[config.mk]
export PLATFORM = sky130hd
export DESIGN_NAME = dmem_arbiter
export DESIGN_NICKNAME = d
export VERILOG_FILES = /design/src/rtl/dmem_arbiter.sv
export SDC_FILE = /design/constraint.sdc
export NUM_CORES = 1
export LEC_CHECK = 0
export ABC_AREA = 1
export CORE_AREA = 2 2 140 142
export CTS_BUF_LIST = sky130_fd_sc_hd__clkbuf_4 sky130_fd_sc_hd__clkbuf_8
export CTS_CLUSTER_DIAMETER = 40
export DETAILED_ROUTE_END_ITERATION = 6
export DIE_AREA = 0 0 142 144
export GPL_TIMING_DRIVEN = 1
export PLACE_DENSITY_LB_ADDON = 0.05
export SYNTH_ARGS = -nofsm -noshare
export SYNTH_HDL_FRONTEND = slang
export SYNTH_SLANG_ARGS = --single-unit
export TNS_END_PERCENT = 1
[constraint.sdc]
create_clock -name clk -period 3.1 [get_ports clk]
set_input_delay 0.62 -clock clk [delete_from_list [all_inputs] [get_ports clk]]
set_output_delay 0.62 -clock clk [all_outputs]
set_load 0.005 [all_outputs]
[src/rtl/dmem_arbiter.sv]
// Round-robin arbiter sharing the dmem port between the core and a DMA requester.
// Optional stall/wait statistics counters are enabled by defining DMEM_ARB_STATS_EN.
module dmem_arbiter #(
    parameter int MAX_BURST = 4,
    parameter int AW        = 32,
    parameter int DW        = 32
) (
    input  logic          clk,
    input  logic          reset,
    input  logic          cpu_req,
    input  logic          cpu_we,
    input  logic [AW-1:0] cpu_addr,
    input  logic [DW-1:0] cpu_wdata,
    output logic [DW-1:0] cpu_rdata,
    output logic          cpu_stall,
    input  logic          dma_req,
    input  logic          dma_we,
    input  logic [AW-1:0] dma_addr,
    input  logic [DW-1:0] dma_wdata,
    output logic [DW-1:0] dma_rdata,
    output logic          dma_ack,
    output logic          mem_we,
    output logic [AW-1:0] mem_addr,
    output logic [DW-1:0] mem_wdata,
    input  logic [DW-1:0] mem_rdata,
    output logic [1:0]    owner,
    output logic [31:0]   cpu_stall_cnt,
    output logic [31:0]   dma_wait_cnt
);

    typedef enum logic [1:0] {
        ST_IDLE = 2'b00,
        ST_CPU  = 2'b01,
        ST_DMA  = 2'b10
    } state_t;

    localparam logic LAST_CPU = 1'b0;
    localparam logic LAST_DMA = 1'b1;

    state_t          r_state;
    state_t          w_state_nxt;
    state_t          w_oth_state;
    logic            r_last_owner;
    logic            w_last_nxt;
    logic [3:0]      r_cnt;
    logic [3:0]      w_cnt_nxt;
    logic [4:0]      w_cnt_inc;
    logic            w_own_req;
    logic            w_own_we;
    logic            w_own_id;
    logic [AW-1:0]   w_own_addr;
    logic [DW-1:0]   w_own_wdata;
    logic            w_oth_req;
    logic            w_cpu_ack;

    // State register: owner, tie-break history and burst length.
    always_ff @(posedge clk or posedge reset) begin
        if (reset) begin
            r_state      <= ST_IDLE;
            r_last_owner <= LAST_DMA;
            r_cnt        <= 4'd0;
        end else begin
            r_state      <= w_state_nxt;
            r_last_owner <= w_last_nxt;
            r_cnt        <= w_cnt_nxt;
        end
    end

    // Select the current owner's request and the waiting side's request.
    always_comb begin
        w_own_req   = 1'b0;
        w_own_we    = 1'b0;
        w_own_id    = LAST_CPU;
        w_own_addr  = '0;
        w_own_wdata = '0;
        w_oth_req   = 1'b0;
        w_oth_state = ST_IDLE;
        case (r_state)
            ST_CPU: begin
                w_own_req   = cpu_req;
                w_own_we    = cpu_we;
                w_own_id    = LAST_CPU;
                w_own_addr  = cpu_addr;
                w_own_wdata = cpu_wdata;
                w_oth_req   = dma_req;
                w_oth_state = ST_DMA;
            end
            ST_DMA: begin
                w_own_req   = dma_req;
                w_own_we    = dma_we;
                w_own_id    = LAST_DMA;
                w_own_addr  = dma_addr;
                w_own_wdata = dma_wdata;
                w_oth_req   = cpu_req;
                w_oth_state = ST_CPU;
            end
            default: begin
                w_own_req   = 1'b0;
                w_oth_state = ST_IDLE;
            end
        endcase
    end

    assign w_cnt_inc = {1'b0, r_cnt} + 5'd1;

    // Next owner: round-robin from IDLE, bounded tenure while the other side waits.
    always_comb begin
        w_state_nxt = r_state;
        w_last_nxt  = r_last_owner;
        w_cnt_nxt   = r_cnt;
        case (r_state)
            ST_IDLE: begin
                w_cnt_nxt = 4'd0;
                if (cpu_req && dma_req) begin
                    w_state_nxt = (r_last_owner == LAST_DMA) ? ST_CPU : ST_DMA;
                end else if (cpu_req) begin
                    w_state_nxt = ST_CPU;
                end else if (dma_req) begin
                    w_state_nxt = ST_DMA;
                end else begin
                    w_state_nxt = ST_IDLE;
                end
            end
            ST_CPU, ST_DMA: begin
                if (!w_own_req) begin
                    w_state_nxt = w_oth_req ? w_oth_state : ST_IDLE;
                    w_cnt_nxt   = 4'd0;
                    w_last_nxt  = w_own_id;
                // >= rather than == so a saturated tenure still yields once the other side asks
                end else if ((w_cnt_inc >= 5'(MAX_BURST)) && w_oth_req) begin
                    w_state_nxt = w_oth_state;
                    w_cnt_nxt   = 4'd0;
                    w_last_nxt  = w_own_id;
                end else if (w_cnt_inc > 5'(MAX_BURST)) begin
                    w_cnt_nxt = 4'(MAX_BURST);
                end else begin
                    w_cnt_nxt = w_cnt_inc[3:0];
                end
            end
            default: begin
                w_state_nxt = ST_IDLE;
                w_cnt_nxt   = 4'd0;
            end
        endcase
    end

    assign mem_we    = w_own_req & w_own_we & ~reset;
    assign mem_addr  = w_own_addr;
    assign mem_wdata = w_own_wdata;
    assign w_cpu_ack = (r_state == ST_CPU) & cpu_req;
    assign dma_ack   = (r_state == ST_DMA) & dma_req;
    assign cpu_stall = cpu_req & ~w_cpu_ack;
    assign cpu_rdata = mem_rdata;
    assign dma_rdata = mem_rdata;
    assign owner     = r_state;

`ifdef DMEM_ARB_STATS_EN
    logic [31:0] r_cpu_stall_cnt;
    logic [31:0] r_dma_wait_cnt;

    // Free-running stall and wait statistics; wrap naturally at 2^32.
    always_ff @(posedge clk or posedge reset) begin
        if (reset) begin
            r_cpu_stall_cnt <= 32'd0;
            r_dma_wait_cnt  <= 32'd0;
        end else begin
            if (cpu_stall) begin
                r_cpu_stall_cnt <= r_cpu_stall_cnt + 32'd1;
            end else begin
                r_cpu_stall_cnt <= r_cpu_stall_cnt;
            end
            if (dma_req && !dma_ack) begin
                r_dma_wait_cnt <= r_dma_wait_cnt + 32'd1;
            end else begin
                r_dma_wait_cnt <= r_dma_wait_cnt;
            end
        end
    end

    assign cpu_stall_cnt = r_cpu_stall_cnt;
    assign dma_wait_cnt  = r_dma_wait_cnt;
`else
    assign cpu_stall_cnt = 32'd0;
    assign dma_wait_cnt  = 32'd0;
`endif

endmodule

==> results.sh <==
export IMPL_syn_area_per_cell_um2=7.90
export IMPL_synth_largest_area_cell="buf_4"
export IMPL_synth_adder_area_share_pct=3.28
export IMPL_grt_max_degree=42
export IMPL_track_usage_pct=8.72
export IMPL_synth_edf_count=0
export IMPL_yosys_cell_types_count=25
export IMPL_synthArstFlopShare_pct=100
export IMPL_critPathRequiredTime_ns=2.48
export IMPL_wirelength_mm=10.2
export IMPL_drv_cap=0
export IMPL_place_inst=649
export IMPL_status="completed"
export IMPL_synth_top_family_by_area="buffers and inverters"
export IMPL_clk_pin_slew_worst_paths_ns=0.04
export IMPL_area_growth_pct=69.3
export IMPL_pwr_density_cell_nw_per_um2=486
export IMPL_finalInstanceArea_um2=3880
export IMPL_synthSimpleGateAreaFrac_pct=7.81
export IMPL_whs_ns=0.465
export IMPL_start_kind="flip-flop"
export IMPL_timing_final_crit_share_pct=93.0
export IMPL_dieArea_um2=20400
export IMPL_synthMuxAreaShare_pct=0
export IMPL_syn_inst=290
export IMPL_synth_xor_area_share_pct=0
export IMPL_htreeDepth=1
export IMPL_coreArea_um2=19100
export IMPL_start_util_pct=12.0
export IMPL_core_rowCount=51
export IMPL_layout_nets=588
export IMPL_setup_viol=0
export IMPL_portBuffers=202
export IMPL_dp_hpwl_mm=8.19
export IMPL_drt_pass1_iter_count=4
export IMPL_r2r_start="owner[0]$_DFFE_PP0P_"
export IMPL_first_iter_violations=87
export IMPL_insertion_delay_ns=0.23
export IMPL_grt_pass1_vias=2332
export IMPL_post_route_util_pct=20.3
export IMPL_netlist_top_cells_area="buf_4, a32o_1, dfrtp_1, nand2_1, ha_1"
export IMPL_cts_buffers=3
export IMPL_path_max_fanout=27
export IMPL_tritoncts="yes"
export IMPL_yosys_register_bits=7
export IMPL_min_period_ns=2.88
export IMPL_leakage_nw=1.47
export IMPL_pin_count=363
export IMPL_ys_seq_area_share_pct=7.70
export IMPL_cp_arrival_ns=2.26
export IMPL_yosys_area_top_type_share_pct=42.9
export IMPL_drive_above_1_share_pct=4.58
export IMPL_synth_commonest_cells="buf_4, a32o_1, nand2_1"
export IMPL_worst_r2r_setup_slack_ns=1.25
export IMPL_worstSetupPathType="reg -> out"
export IMPL_die_h_um=144
export IMPL_synthFlopType="dfrtp_1"
export IMPL_min_path_cells=2
export IMPL_cts_sinks=7
export IMPL_drcViolationCount=0
export IMPL_hold_start="r_last_owner$_DFFE_PP1P_"
export IMPL_finClkSkew_ns=0.00161
export IMPL_cts_hold_buf=0
export IMPL_vdd_ir_drop_max_mv=0.365
export IMPL_rsz0062_at_grt="no"
export IMPL_globalRoute_totalOverflow=0
export IMPL_wire_per_inst_um=15.6
export IMPL_finalHoldViolations=0
export IMPL_clk_path_buf_depth=2
export IMPL_place_area_um2=3830
export IMPL_grt_pass1_wl_mm=13.8
export IMPL_setup_tns_ns=0
export IMPL_synth_most_common_cell="buf_4"
export IMPL_cp_end_kind="output pin"
export IMPL_globalplace_congestion=0.718
export IMPL_num_vias=2388
export IMPL_yosys_warnings=0
export IMPL_antenna_cells=0
export IMPL_slew_viol_final=0
export IMPL_cts_setup_buffers=0
export IMPL_r2r_end="r_last_owner$_DFFE_PP1P_"
export IMPL_synth_area_um2=2290
export IMPL_fmax_mhz=347
export IMPL_hold_path_class="reg -> reg"
export IMPL_min_to="r_last_owner$_DFFE_PP1P_"
export IMPL_antenna_found_initial=0
export IMPL_instances_no_fill=653
export IMPL_die_w_um=142
export IMPL_detail_route_antenna_nets=0
export IMPL_vias_per_cell=3.66
export IMPL_cts_root_buf="clkbuf_8"
export IMPL_reg2reg_depth=12
export IMPL_ctsResizeCount=0
export IMPL_synth_compound_area_share_pct=30.1
-- sequential cells by signal (all words and copies together), names as in the netlist --
name          flops
r_cnt             4
r_last_owner      1
owner             2
-- logic make-up (layout without fill, tap and decap cells) --
kind of cell	after synthesis	in the layout
buffers and inverters	163	224
adder cells (fa/ha/maj)	6	6
other	1	65
AO/OA/AOI/OAI	72	72
AND/OR/NAND/NOR	41	41
flip-flops	7	7
-- report_power, final --
| group | switching (mW) | internal [mW] |
|---|---|---|
| combinational | 0.763 | 0.849 |
| clock | 0.0387 | 0.0976 |
| sequential | 0.0211 | 0.114 |
-- layout make-up --
| type | count | area (um^2) |
|---|---|---|
| Inverter | 12 | 45.0 |
| Clock buffer | 4 | 48.8 |
| Fill cell | 2114 | 15200 |
| Sequential cell | 7 | 176 |
| Timing Repair Buffer | 208 | 2120 |
| Multi-Input combinational cell | 184 | 1190 |
| Tap cell | 238 | 298 |
-- cell usage in the layout (no fill, tap or decap), drive strengths merged --
master / synthesis / layout
o21ai: 1 / 1
conb: 1 / 65
o211ai: 2 / 2
a32o: 64 / 64
o31ai: 1 / 1
buf: 145 / 6
a21oi: 3 / 3
clkbuf: 6 / 4
nand3: 4 / 4
dfrtp: 6 / 6
nor2: 8 / 8
ha: 6 / 6
clkdlybuf4s50: 0 / 202
nand4: 1 / 1
inv: 11 / 11
dfstp: 1 / 1
a211oi: 1 / 1
nand2: 28 / 28
clkinv: 1 / 1
-- through the flow --
step	worst slack, ns	power (mW)
6_report	0.217	1.88
5_1_grt	0.0556	2.04
4_1_cts	0.175	1.94
3_5_place_dp	0.287	1.79
3_3_place_gp	0.265	1.81
2_1_floorplan	1.03	1.03
-- worst max-delay path, stage by stage, from the launching register on --
cell and delay [ns]:
dfrtp_1 0.41, inv_1 0.08, ha_2 0.39, buf_4 0.33
a32o_1 0.27, clkdlybuf4s50_1 0.53
-- worst max path at each step --
stage | to | cells past startpoint | start | slack [ns]
2_1_floorplan | mem_addr[16] | 6 | owner[0]$_DFFE_PP0P_ | 1.03
3_3_place_gp | mem_we | 6 | dma_req | 0.27
3_5_place_dp | mem_we | 6 | dma_req | 0.29
4_1_cts | mem_addr[23] | 5 | owner[1]$_DFFE_PP0P_ | 0.18
5_1_grt | mem_addr[23] | 7 | owner[1]$_DFFE_PP0P_ | 0.06
6_report | mem_addr[23] | 5 | owner[1]$_DFFE_PP0P_ | 0.22
-- metal layers --
metal  up-vias  wire [um]  track usage [%]
met1      1115       3690             9.67
met4         0        146             2.26
met2       148       5450             16.6
li1       1105          -                -
met5         -          0                0
met3        20        894             2.19
(Power assumes the default switching activity.)
==> edit (same settings) <==
The option `DMEM_ARB_STATS_EN` is turned on by a define.
--- a/src/rtl/dmem_arbiter.sv
+++ b/src/rtl/dmem_arbiter.sv
@@ -2,2 +2,4 @@
 // Optional stall/wait statistics counters are enabled by defining DMEM_ARB_STATS_EN.
+`define DMEM_ARB_STATS_EN
+
 module dmem_arbiter #(
Function: changed (a bounded check fails within 4 cycles, from zero or initial values and one cycle with reset high).
==> edit against the original RTL <==
  * Clock skew increased by 0.016 ns
  * Utilization increased by 22 points
  * Synthesized area increased by 130%
  * Die area unchanged
  * Sequential cell count increased by 64
  * Synthesized cell count increased by 140%
  * Setup slack got worse by 0.13 ns
  * Routed wire length increased by 110%
  * Cell area increased by 110%
  * Via count increased by 130%
  * Power increased by 110%
  * Critical path type unchanged
  * Highest routed layer unchanged
==> edit: results (changes against the original RTL) <==
stage,metric,value,unit,change
clocking,htree_levels,3,,+2
drt,first_iter_violations,294,,+240%
sta,skew,0.0179,ns,+0.0163 ns
placed_design,gp_congestion,0.900,,+25%
global_routing,grt_pass1_vias,5358,,+130%
synth,synth_area_leaders,"dfrtp_1 (33%), nand2_1 (14%), a32o_1 (12%)",,
critical_path,r2r_cells,10,,-2
clocking,path_clk_slew,0.08,ns,+0.04 ns
critical_path,r2r_end,cpu_stall_cnt[26],,
clocking,cts_buffers,9,,+6
global_routing,grt_use_total,20.4,%,+12 points
drt,wl,21500,um,+110%
drt,drt_first_pass_iters,7,,+3
global_routing,grt_pass1_wl,31700,um,+130%
pwr,p_leak,3.30,nW,+120%
critical_path,regToRegSetupSlack,1.17,ns,-0.08 ns
synth,yosysSeqAreaShare,33.7,%,+26 points
pwr,ir_drop,0.269,mV,-26%
placed_design,io_buffer_count,266,,+32%
critical_path,arrival,2.39,ns,+0.13 ns
clocking,clk_latency,0.36,ns,+0.13 ns
synth,yosysUniqueCellTypes,33,,+32%
critical_path,cp_max_fo,21,,-22%
placed_design,dp_slack,0.238,ns,-0.0498 ns
outcome,status,completed,,
synth,synth_common_cells,"nand2_1 (191), dfrtp_1 (70), buf_4 (65), nor2_1 (65), a32o_1 (64)",,
drt,routedWlPerCell,19.0,um,+22%
global_routing,grt_start_max_net_pins,72,,+71%
==> edit: cell count changes after synthesis, moves of 6 or more <==
| cell | before | now |
|---|---|---|
| nor2_1 | 7 | 65 |
| dfrtp_1 | 6 | 70 |
| clkbuf_1 | 4 | 15 |
| nor2_2 | 1 | 7 |
| xor2_1 | 0 | 23 |
| nor3_1 | 0 | 8 |
| buf_6 | 6 | 0 |
| xnor2_1 | 0 | 20 |
| nand3_1 | 4 | 31 |
| nand3b_1 | 0 | 9 |
| inv_1 | 10 | 56 |
| nand2_1 | 24 | 191 |
| buf_4 | 131 | 65 |
| nand4_1 | 1 | 10 |
==> edit: layout make-up <==
cell class	count	area, um2
multi-input cells	465	2710
flip-flops and latches	71	1780
well taps	238	298
clock inverters	6	62.6
repair buffers	280	2820
clock buffers	9	124
inverters	60	230
fillers	1912	11100
==> edit: critical path: stages, from the launching register on <==
cell and delay, ns:
dfrtp_1 0.41, inv_1 0.15, ha_2 0.24, nand2_1 0.13, inv_4 0.14, bufbuf_16 0.31
a32o_1 0.15, clkdlybuf4s50_1 0.51
==> edit: worst max path at each step <==
stage,from,to,slack [ns],cells after the start
finish,owner[1],mem_addr[22],0.09,7
global route,owner[0],mem_wdata[8],0.002,7
CTS,owner[0],mem_wdata[8],-0.003,7
detailed placement,dma_req,mem_we,0.24,6
global placement,dma_req,mem_we,0.19,6
floorplan,reset,mem_we,0.07,3
==> edit: routing by layer <==
metal	up-vias	track usage [%]	share of wire (%)	routed length (um)
li1	2619	-	-	-
met3	17	5.76	6.7	1430
met5	-	0	0	0
met2	197	37.1	53	11300
met1	2625	23.7	39	8450
met4	0	5.26	1.2	267
==> edit: report_power, final <==
| group | switching (mW) | total [mW] | leakage (nW) | internal, mW |
|---|---|---|---|---|
| Sequential | 0.132 | 1.16 | 0.954 | 1.02 |
| Combinational | 0.986 | 2.10 | 2.25 | 1.11 |
| Clock | 0.383 | 0.749 | 0.0988 | 0.366 |
==> edit: cell families (layout without fill, tap and decap cells) <==
group                      after synthesis  after routing  share of synthesized area, %
and+or+nand+nor                        338            338                          28.5
buffers and inverters                  147            355                          15.2
AOI/OAI and AO/OA                       75             75                          13.4
DFF                                     71             71                          33.7
xor gates and xnor gates                43             43                          7.15
adders and majority gates                8              8                          1.90
other                                    1              1                        0.0712
==> edit: what timing repair did <==
action	in CTS	in global routing
buffers inserted	1	2
hold buffers	0	0
resized for setup	3	4
endpoints found under the setup margin	46	42
gates cloned	1	0
==> edit: per-stage QoR <==
step           total power, mW  instance area (um2)  util, %
2_1_floorplan             2.13                 5270        -
3_3_place_gp              3.17                 7750     40.6
3_5_place_dp              3.20                 7750     40.6
4_1_cts                   4.02                 7980     41.8
5_1_grt                   4.24                 8020     42.0
6_report                  4.01                 8020     42.0
